===== config.mk =====
export PLATFORM = sky130hd
export DESIGN_NAME = cmd_arbiter_flat
export DESIGN_NICKNAME = d
export VERILOG_FILES = /design/src/rtl/cmd_arbiter_if.sv /design/src/rtl/cmd_arbiter.sv /design/src/flat_wrapper.sv
export SDC_FILE = /design/constraint.sdc
export NUM_CORES = 1
export LEC_CHECK = 0
export ABC_AREA = 0
export CAP_MARGIN = 20
export CORE_ASPECT_RATIO = 1.2
export CORE_MARGIN = 4
export CORE_UTILIZATION = 39
export DETAILED_ROUTE_END_ITERATION = 8
export PLACE_DENSITY = 0.78
export SKIP_CTS_REPAIR_TIMING = 1
export SLEW_MARGIN = 40
export SYNTH_ARGS = -nofsm -noshare
export SYNTH_HDL_FRONTEND = slang
export SYNTH_SLANG_ARGS = --single-unit

===== constraint.sdc =====
create_clock -name clk -period 1.79 [get_ports clk]
set_input_delay 0.2685 -clock clk [delete_from_list [all_inputs] [get_ports clk]]
set_output_delay 0.2685 -clock clk [all_outputs]
set_load 0.02 [all_outputs]

===== src/rtl/cmd_arbiter_if.sv =====
// Requester and engine command/result signals between the arbiter and its
// neighbours. The slave view is the arbiter itself; the master view is the
// surrounding logic (requesters plus the life engine).
interface cmd_arbiter_if;
    logic [2:0]  rq0_cmd;
    logic [2:0]  rq1_cmd;
    logic [31:0] rq0_arg0;
    logic [31:0] rq1_arg0;
    logic        rq0_valid;
    logic        rq1_valid;
    logic        rq0_ready;
    logic        rq1_ready;
    logic        rq0_res_valid;
    logic        rq1_res_valid;
    logic [31:0] rq_res;
    logic        rq_err;
    logic [2:0]  eng_cmd;
    logic [31:0] eng_arg0;
    logic        eng_cmd_valid;
    logic        eng_cmd_ready;
    logic [31:0] eng_cmd_res;
    logic        grant;
    logic        busy;

    modport slave (
        input  rq0_cmd, rq1_cmd, rq0_arg0, rq1_arg0, rq0_valid, rq1_valid,
        input  eng_cmd_ready, eng_cmd_res,
        output rq0_ready, rq1_ready, rq0_res_valid, rq1_res_valid,
        output rq_res, rq_err, eng_cmd, eng_arg0, eng_cmd_valid, grant, busy
    );

    modport master (
        output rq0_cmd, rq1_cmd, rq0_arg0, rq1_arg0, rq0_valid, rq1_valid,
        output eng_cmd_ready, eng_cmd_res,
        input  rq0_ready, rq1_ready, rq0_res_valid, rq1_res_valid,
        input  rq_res, rq_err, eng_cmd, eng_arg0, eng_cmd_valid, grant, busy
    );
endinterface


===== src/rtl/cmd_arbiter.sv =====
// Round-robin arbiter sharing the single life-engine command port between a
// host bridge (requester 0) and an on-chip client (requester 1). One command
// is in flight at a time; the result is routed back to its originator, and an
// optional watchdog replaces a hung command's result with an error marker.
module cmd_arbiter #(
    parameter int unsigned TIMEOUT = 32'd0
) (
    input  logic         clk,
    input  logic         reset,
    cmd_arbiter_if.slave bus
);

    typedef enum logic [1:0] {
        ST_IDLE  = 2'd0,
        ST_ISSUE = 2'd1,
        ST_WAIT  = 2'd2,
        ST_RESP  = 2'd3
    } state_t;

    localparam logic [31:0] TO_LIMIT  = TIMEOUT;
    localparam logic [31:0] ERR_RESULT = 32'hFFFF_FFFF;

    state_t      state_r;
    logic        last_r;
    logic [31:0] wdog_r;
    logic        grant_r;
    logic        busy_r;
    logic        eng_cmd_valid_r;
    logic [2:0]  eng_cmd_r;
    logic [31:0] eng_arg0_r;
    logic        rq0_ready_r;
    logic        rq1_ready_r;
    logic        rq0_res_valid_r;
    logic        rq1_res_valid_r;
    logic [31:0] rq_res_r;
    logic        rq_err_r;

    logic        any_req_s;
    logic        win_s;
    logic [31:0] wdog_nxt_s;
    logic        wd_hit_s;

    // Winner selection: a lone requester wins; on a tie the one not served last wins.
    always_comb begin
        any_req_s = bus.rq0_valid | bus.rq1_valid;
        if (bus.rq0_valid && bus.rq1_valid) begin
            win_s = ~last_r;
        end else if (bus.rq1_valid) begin
            win_s = 1'b1;
        end else begin
            win_s = 1'b0;
        end
    end

    // Watchdog compare: fires on the WAIT cycle that brings the count to TIMEOUT.
    always_comb begin
        wdog_nxt_s = wdog_r + 32'd1;
        if (TO_LIMIT != 32'd0) begin
            wd_hit_s = (wdog_nxt_s == TO_LIMIT);
        end else begin
            wd_hit_s = 1'b0;
        end
    end

    // Arbitration FSM with all outputs registered.
    always_ff @(posedge clk) begin
        if (!reset) begin
            state_r         <= ST_IDLE;
            last_r          <= 1'b1;
            wdog_r          <= 32'd0;
            grant_r         <= 1'b0;
            busy_r          <= 1'b0;
            eng_cmd_valid_r <= 1'b0;
            eng_cmd_r       <= 3'd0;
            eng_arg0_r      <= 32'd0;
            rq0_ready_r     <= 1'b0;
            rq1_ready_r     <= 1'b0;
            rq0_res_valid_r <= 1'b0;
            rq1_res_valid_r <= 1'b0;
            rq_res_r        <= 32'd0;
            rq_err_r        <= 1'b0;
        end else begin
            case (state_r)
                ST_IDLE: begin
                    // An engine still finishing an aborted command blocks new grants.
                    if (bus.eng_cmd_ready && any_req_s) begin
                        grant_r         <= win_s;
                        busy_r          <= 1'b1;
                        eng_cmd_valid_r <= 1'b1;
                        rq0_ready_r     <= ~win_s;
                        rq1_ready_r     <= win_s;
                        eng_cmd_r       <= win_s ? bus.rq1_cmd : bus.rq0_cmd;
                        eng_arg0_r      <= win_s ? bus.rq1_arg0 : bus.rq0_arg0;
                        state_r         <= ST_ISSUE;
                    end
                end
                ST_ISSUE: begin
                    eng_cmd_valid_r <= 1'b0;
                    rq0_ready_r     <= 1'b0;
                    rq1_ready_r     <= 1'b0;
                    wdog_r          <= 32'd0;
                    state_r         <= ST_WAIT;
                end
                ST_WAIT: begin
                    // Completion takes priority over a simultaneous watchdog expiry.
                    if (bus.eng_cmd_ready) begin
                        rq_res_r        <= bus.eng_cmd_res;
                        rq_err_r        <= 1'b0;
                        rq0_res_valid_r <= ~grant_r;
                        rq1_res_valid_r <= grant_r;
                        state_r         <= ST_RESP;
                    end else begin
                        wdog_r <= wdog_nxt_s;
                        if (wd_hit_s) begin
                            rq_res_r        <= ERR_RESULT;
                            rq_err_r        <= 1'b1;
                            rq0_res_valid_r <= ~grant_r;
                            rq1_res_valid_r <= grant_r;
                            state_r         <= ST_RESP;
                        end
                    end
                end
                ST_RESP: begin
                    rq0_res_valid_r <= 1'b0;
                    rq1_res_valid_r <= 1'b0;
                    busy_r          <= 1'b0;
                    last_r          <= grant_r;
                    state_r         <= ST_IDLE;
                end
                default: begin
                    eng_cmd_valid_r <= 1'b0;
                    rq0_ready_r     <= 1'b0;
                    rq1_ready_r     <= 1'b0;
                    rq0_res_valid_r <= 1'b0;
                    rq1_res_valid_r <= 1'b0;
                    busy_r          <= 1'b0;
                    state_r         <= ST_IDLE;
                end
            endcase
        end
    end

    assign bus.grant         = grant_r;
    assign bus.busy          = busy_r;
    assign bus.eng_cmd_valid = eng_cmd_valid_r;
    assign bus.eng_cmd       = eng_cmd_r;
    assign bus.eng_arg0      = eng_arg0_r;
    assign bus.rq0_ready     = rq0_ready_r;
    assign bus.rq1_ready     = rq1_ready_r;
    assign bus.rq0_res_valid = rq0_res_valid_r;
    assign bus.rq1_res_valid = rq1_res_valid_r;
    assign bus.rq_res        = rq_res_r;
    assign bus.rq_err        = rq_err_r;

endmodule


===== src/flat_wrapper.sv =====
// flat-port wrapper written by rule: the top's interface ports become plain ports
module cmd_arbiter_flat 
#(
    parameter int unsigned TIMEOUT = 32'd0
)
  (clk, reset, bus_rq0_cmd, bus_rq1_cmd, bus_rq0_arg0, bus_rq1_arg0, bus_rq0_valid, bus_rq1_valid, bus_eng_cmd_ready, bus_eng_cmd_res, bus_rq0_ready, bus_rq1_ready, bus_rq0_res_valid, bus_rq1_res_valid, bus_rq_res, bus_rq_err, bus_eng_cmd, bus_eng_arg0, bus_eng_cmd_valid, bus_grant, bus_busy);
  cmd_arbiter_if bus_i ();
  input  logic clk;
  input  logic reset;
  input wire logic [$bits(bus_i.rq0_cmd)-1:0] bus_rq0_cmd;
  input wire logic [$bits(bus_i.rq1_cmd)-1:0] bus_rq1_cmd;
  input wire logic [$bits(bus_i.rq0_arg0)-1:0] bus_rq0_arg0;
  input wire logic [$bits(bus_i.rq1_arg0)-1:0] bus_rq1_arg0;
  input wire logic [$bits(bus_i.rq0_valid)-1:0] bus_rq0_valid;
  input wire logic [$bits(bus_i.rq1_valid)-1:0] bus_rq1_valid;
  input wire logic [$bits(bus_i.eng_cmd_ready)-1:0] bus_eng_cmd_ready;
  input wire logic [$bits(bus_i.eng_cmd_res)-1:0] bus_eng_cmd_res;
  output wire logic [$bits(bus_i.rq0_ready)-1:0] bus_rq0_ready;
  output wire logic [$bits(bus_i.rq1_ready)-1:0] bus_rq1_ready;
  output wire logic [$bits(bus_i.rq0_res_valid)-1:0] bus_rq0_res_valid;
  output wire logic [$bits(bus_i.rq1_res_valid)-1:0] bus_rq1_res_valid;
  output wire logic [$bits(bus_i.rq_res)-1:0] bus_rq_res;
  output wire logic [$bits(bus_i.rq_err)-1:0] bus_rq_err;
  output wire logic [$bits(bus_i.eng_cmd)-1:0] bus_eng_cmd;
  output wire logic [$bits(bus_i.eng_arg0)-1:0] bus_eng_arg0;
  output wire logic [$bits(bus_i.eng_cmd_valid)-1:0] bus_eng_cmd_valid;
  output wire logic [$bits(bus_i.grant)-1:0] bus_grant;
  output wire logic [$bits(bus_i.busy)-1:0] bus_busy;
  assign bus_i.rq0_cmd = bus_rq0_cmd;
  assign bus_i.rq1_cmd = bus_rq1_cmd;
  assign bus_i.rq0_arg0 = bus_rq0_arg0;
  assign bus_i.rq1_arg0 = bus_rq1_arg0;
  assign bus_i.rq0_valid = bus_rq0_valid;
  assign bus_i.rq1_valid = bus_rq1_valid;
  assign bus_i.eng_cmd_ready = bus_eng_cmd_ready;
  assign bus_i.eng_cmd_res = bus_eng_cmd_res;
  assign bus_rq0_ready = bus_i.rq0_ready;
  assign bus_rq1_ready = bus_i.rq1_ready;
  assign bus_rq0_res_valid = bus_i.rq0_res_valid;
  assign bus_rq1_res_valid = bus_i.rq1_res_valid;
  assign bus_rq_res = bus_i.rq_res;
  assign bus_rq_err = bus_i.rq_err;
  assign bus_eng_cmd = bus_i.eng_cmd;
  assign bus_eng_arg0 = bus_i.eng_arg0;
  assign bus_eng_cmd_valid = bus_i.eng_cmd_valid;
  assign bus_grant = bus_i.grant;
  assign bus_busy = bus_i.busy;
  cmd_arbiter #(.TIMEOUT(TIMEOUT)) u_core (.clk(clk), .reset(reset), .bus(bus_i));
endmodule

==> impl_metrics.json <==
{
  "clk_path_buf_depth": 2,
  "wl_um": 9990,
  "wire_per_inst_um": 14.7,
  "crit_required_ns": 1.52,
  "reg2reg_from": "u_core.state_r[0]",
  "synth_simple_gate_area_frac": 0.131,
  "layout_commonest_cell": "clkdlybuf4s50_1",
  "dr.first_iter.drc_count": 86,
  "synth_top_family_by_area": "compound AO/OA/AOI/OAI gates",
  "crit_slowest_cell": "clkdlybuf4s50_1",
  "synthFlopType": "dfxtp_1",
  "crit_chain": "clkdlybuf4s50_1",
  "yosys-top-cells-area": "dfxtp_1, nand2_1, a21oi_2",
  "hold_path_class": "in2reg",
  "yosysWarnings": 0,
  "h-tree-depth": 3,
  "grt_max_degree": 38,
  "syn_area_per_cell_um2": 8.50,
  "grt_pass1_wl_um": 15200,
  "hold_viol": 0,
  "antenna_found_initial": 0,
  "dpl.cell_count": 664,
  "ir_drop_mv": 0.501,
  "crit_path_end_kind": "output port",
  "period_needed_ns": 1.68,
  "cpLargestDelayFamily": "buffers and inverters",
  "yosys.area.top_type": "dfxtp_1",
  "fmax_ghz": 0.595,
  "fin_crit_sh": 0.939,
  "core_um2": 8240,
  "use_met2": 0.328,
  "synth-edff-count": 0,
  "final_cell_mix": "clkdlybuf4s50_1, nand2_1, dfxtp_1",
  "first_global_vias": 3268,
  "finalSetupViolCount": 0,
  "slowest_delay_ns": 0.66,
  "synth_seq_cells": 77,
  "startpoint": "u_core.bus.grant",
  "drive_gt1_frac": 0.101,
  "tritoncts": "done",
  "port_buffers": 180,
  "final_util": 0.664,
  "crit_path_max_fanout": 5,
  "path_clk_slew_ns": 0.07,
  "clock-sinks": 77,
  "dp_hpwl_um": 7320,
  "synthAdderAreaFrac": 0.0188,
  "fin_ws_ns": 0.109,
  "status": "finished, final reports clean",
  "die_w_um": 92.4,
  "insertion_delay_ns": 0.34,
  "rsz0062_at_grt": "no",
  "worstPathArrival_ns": 1.41,
  "synth.net_count": 504,
  "whs_ns": 0.273,
  "grt.busiest_layer": "met2",
  "fin_cells": 679,
  "cp.depth": 1,
  "syn_inst": 392,
  "die_h_um": 109,
  "crit_buf_inv": 1,
  "place_congestion": 0.782,
  "design_power_total_mw": 6.40,
  "min_from": "reset",
  "worstHoldPathCells": 2,
  "dp_slack_ns": 0.0595,
  "synth.area.mux_share": 0.00601,
  "power.density_nw_per_um2": 1170,
  "crit_type": "reg2out",
  "pin_count": 182,
  "startpoint_type": "flip-flop",
  "overflow": 0,
  "ys_types": 31,
  "area_growth_pct": 64.3,
  "grt_use_met3": 0.0821,
  "avgViaCountPerCell": 4.92,
  "n_antenna_cell": 0,
  "slew_viol_final": 0,
  "synth_top_area_share": 0.463,
  "grt_util_all_layers": 0.188,
  "p_leak_nw": 2.03,
  "reg2reg_depth": 6,
  "use_met1": 0.201,
  "synth_async_sr_flop_share": 0,
  "cts_buffers": 9,
  "dieArea_um2": 10100,
  "stdcell_area_um2": 5480,
  "finClkSkew_ns": 0.00665,
  "ant_nets": 0,
  "synth_seq_area_share": 0.463,
  "maxCapViolCount": 0,
  "final_nets": 673,
  "placed_area_um2": 5210,
  "tns_ns": 0,
  "rows": 36,
  "vias": 3343,
  "syn_area_um2": 3330,
  "cts_root_buf": "clkbuf_8",
  "drc": 0,
  "synth-compound-area-share": 0.311,
  "firstDrtPassIters": 4,
  "initial_core_util": 0.404,
  "synth-xor-area-share": 0
}
-- cell families after synthesis --
| family | Yosys count |
|---|---|
| fa+ha+maj | 5 |
| compound gates | 157 |
| buf+inv | 36 |
| mux | 2 |
| flops | 77 |
| other cells | 1 |
| simple gates | 114 |
-- per-layer routing --
| layer | wire, um | part of all wire |
|---|---|---|
| met1 | 3920 | 0.39 |
| met2 | 4910 | 0.49 |
| met3 | 1010 | 0.10 |
| met4 | 141 | 0.014 |
| met5 | 0 | 0 |
-- flip-flops by register name, summed over array words and instances (netlist names) --
| name | cells |
|---|---|
| u_core.bus.rq0_res_valid | 1 |
| u_core.bus.rq1_ready | 1 |
| u_core.bus.grant | 1 |
| u_core.bus.rq1_res_valid | 1 |
| u_core.bus.rq_res | 32 |
| u_core.bus.eng_arg0 | 32 |
| u_core.bus.eng_cmd_valid | 1 |
| u_core.state_r | 2 |
| u_core.bus.busy | 1 |
| u_core.bus.rq0_ready | 1 |
| u_core.last_r | 1 |
| u_core.bus.eng_cmd | 3 |
-- final timing paths --
| path | to | slack (ns) |
|---|---|---|
| setup / recovery | bus_grant | 0.11 |
| hold / removal | u_core.last_r | 0.27 |
| setup reg to reg | u_core.bus.eng_arg0[0] | 0.24 |
| hold reg to reg | u_core.bus.rq_res[29] | 0.46 |
-- synth_stat cells, types with 2 or more instances --
master / instances
dfxtp_1: 77
nand2_1: 111
mux2i_1: 2
a21boi_0: 32
ha_1: 5
o211a_1: 2
buf_6: 6
inv_1: 4
buf_4: 8
a21oi_1: 43
clkbuf_1: 10
a21oi_2: 29
o22ai_1: 2
buf_2: 4
a32o_1: 2
nor2b_1: 2
o21ai_0: 38
o21ai_1: 2
-- worst register-to-register path, delay by kind of cell (launching register included) --
kind	cells	cell delay, ns
flops	1	0.34
fa+ha+maj	1	0.32
compound gates	3	0.52
buf+inv	2	0.30
-- power by group --
| group | internal (mW) | total, mW | switching (mW) |
|---|---|---|---|
| sequential | 2.03 | 2.20 | 0.171 |
| clock | 1.10 | 1.71 | 0.609 |
| combinational | 1.16 | 2.49 | 1.32 |
| total | 4.29 | 6.40 | 2.11 |
-- cell type report --
cell class / count / area [um2]
clock buffer: 11 / 141
clock inverter: 4 / 120
fill: 718 / 2770
inverter: 4 / 15.0
multi-input combinational: 279 / 1570
sequential: 77 / 1540
tap: 114 / 143
timing repair buffer: 190 / 1950
(Power assumes the default switching activity.)
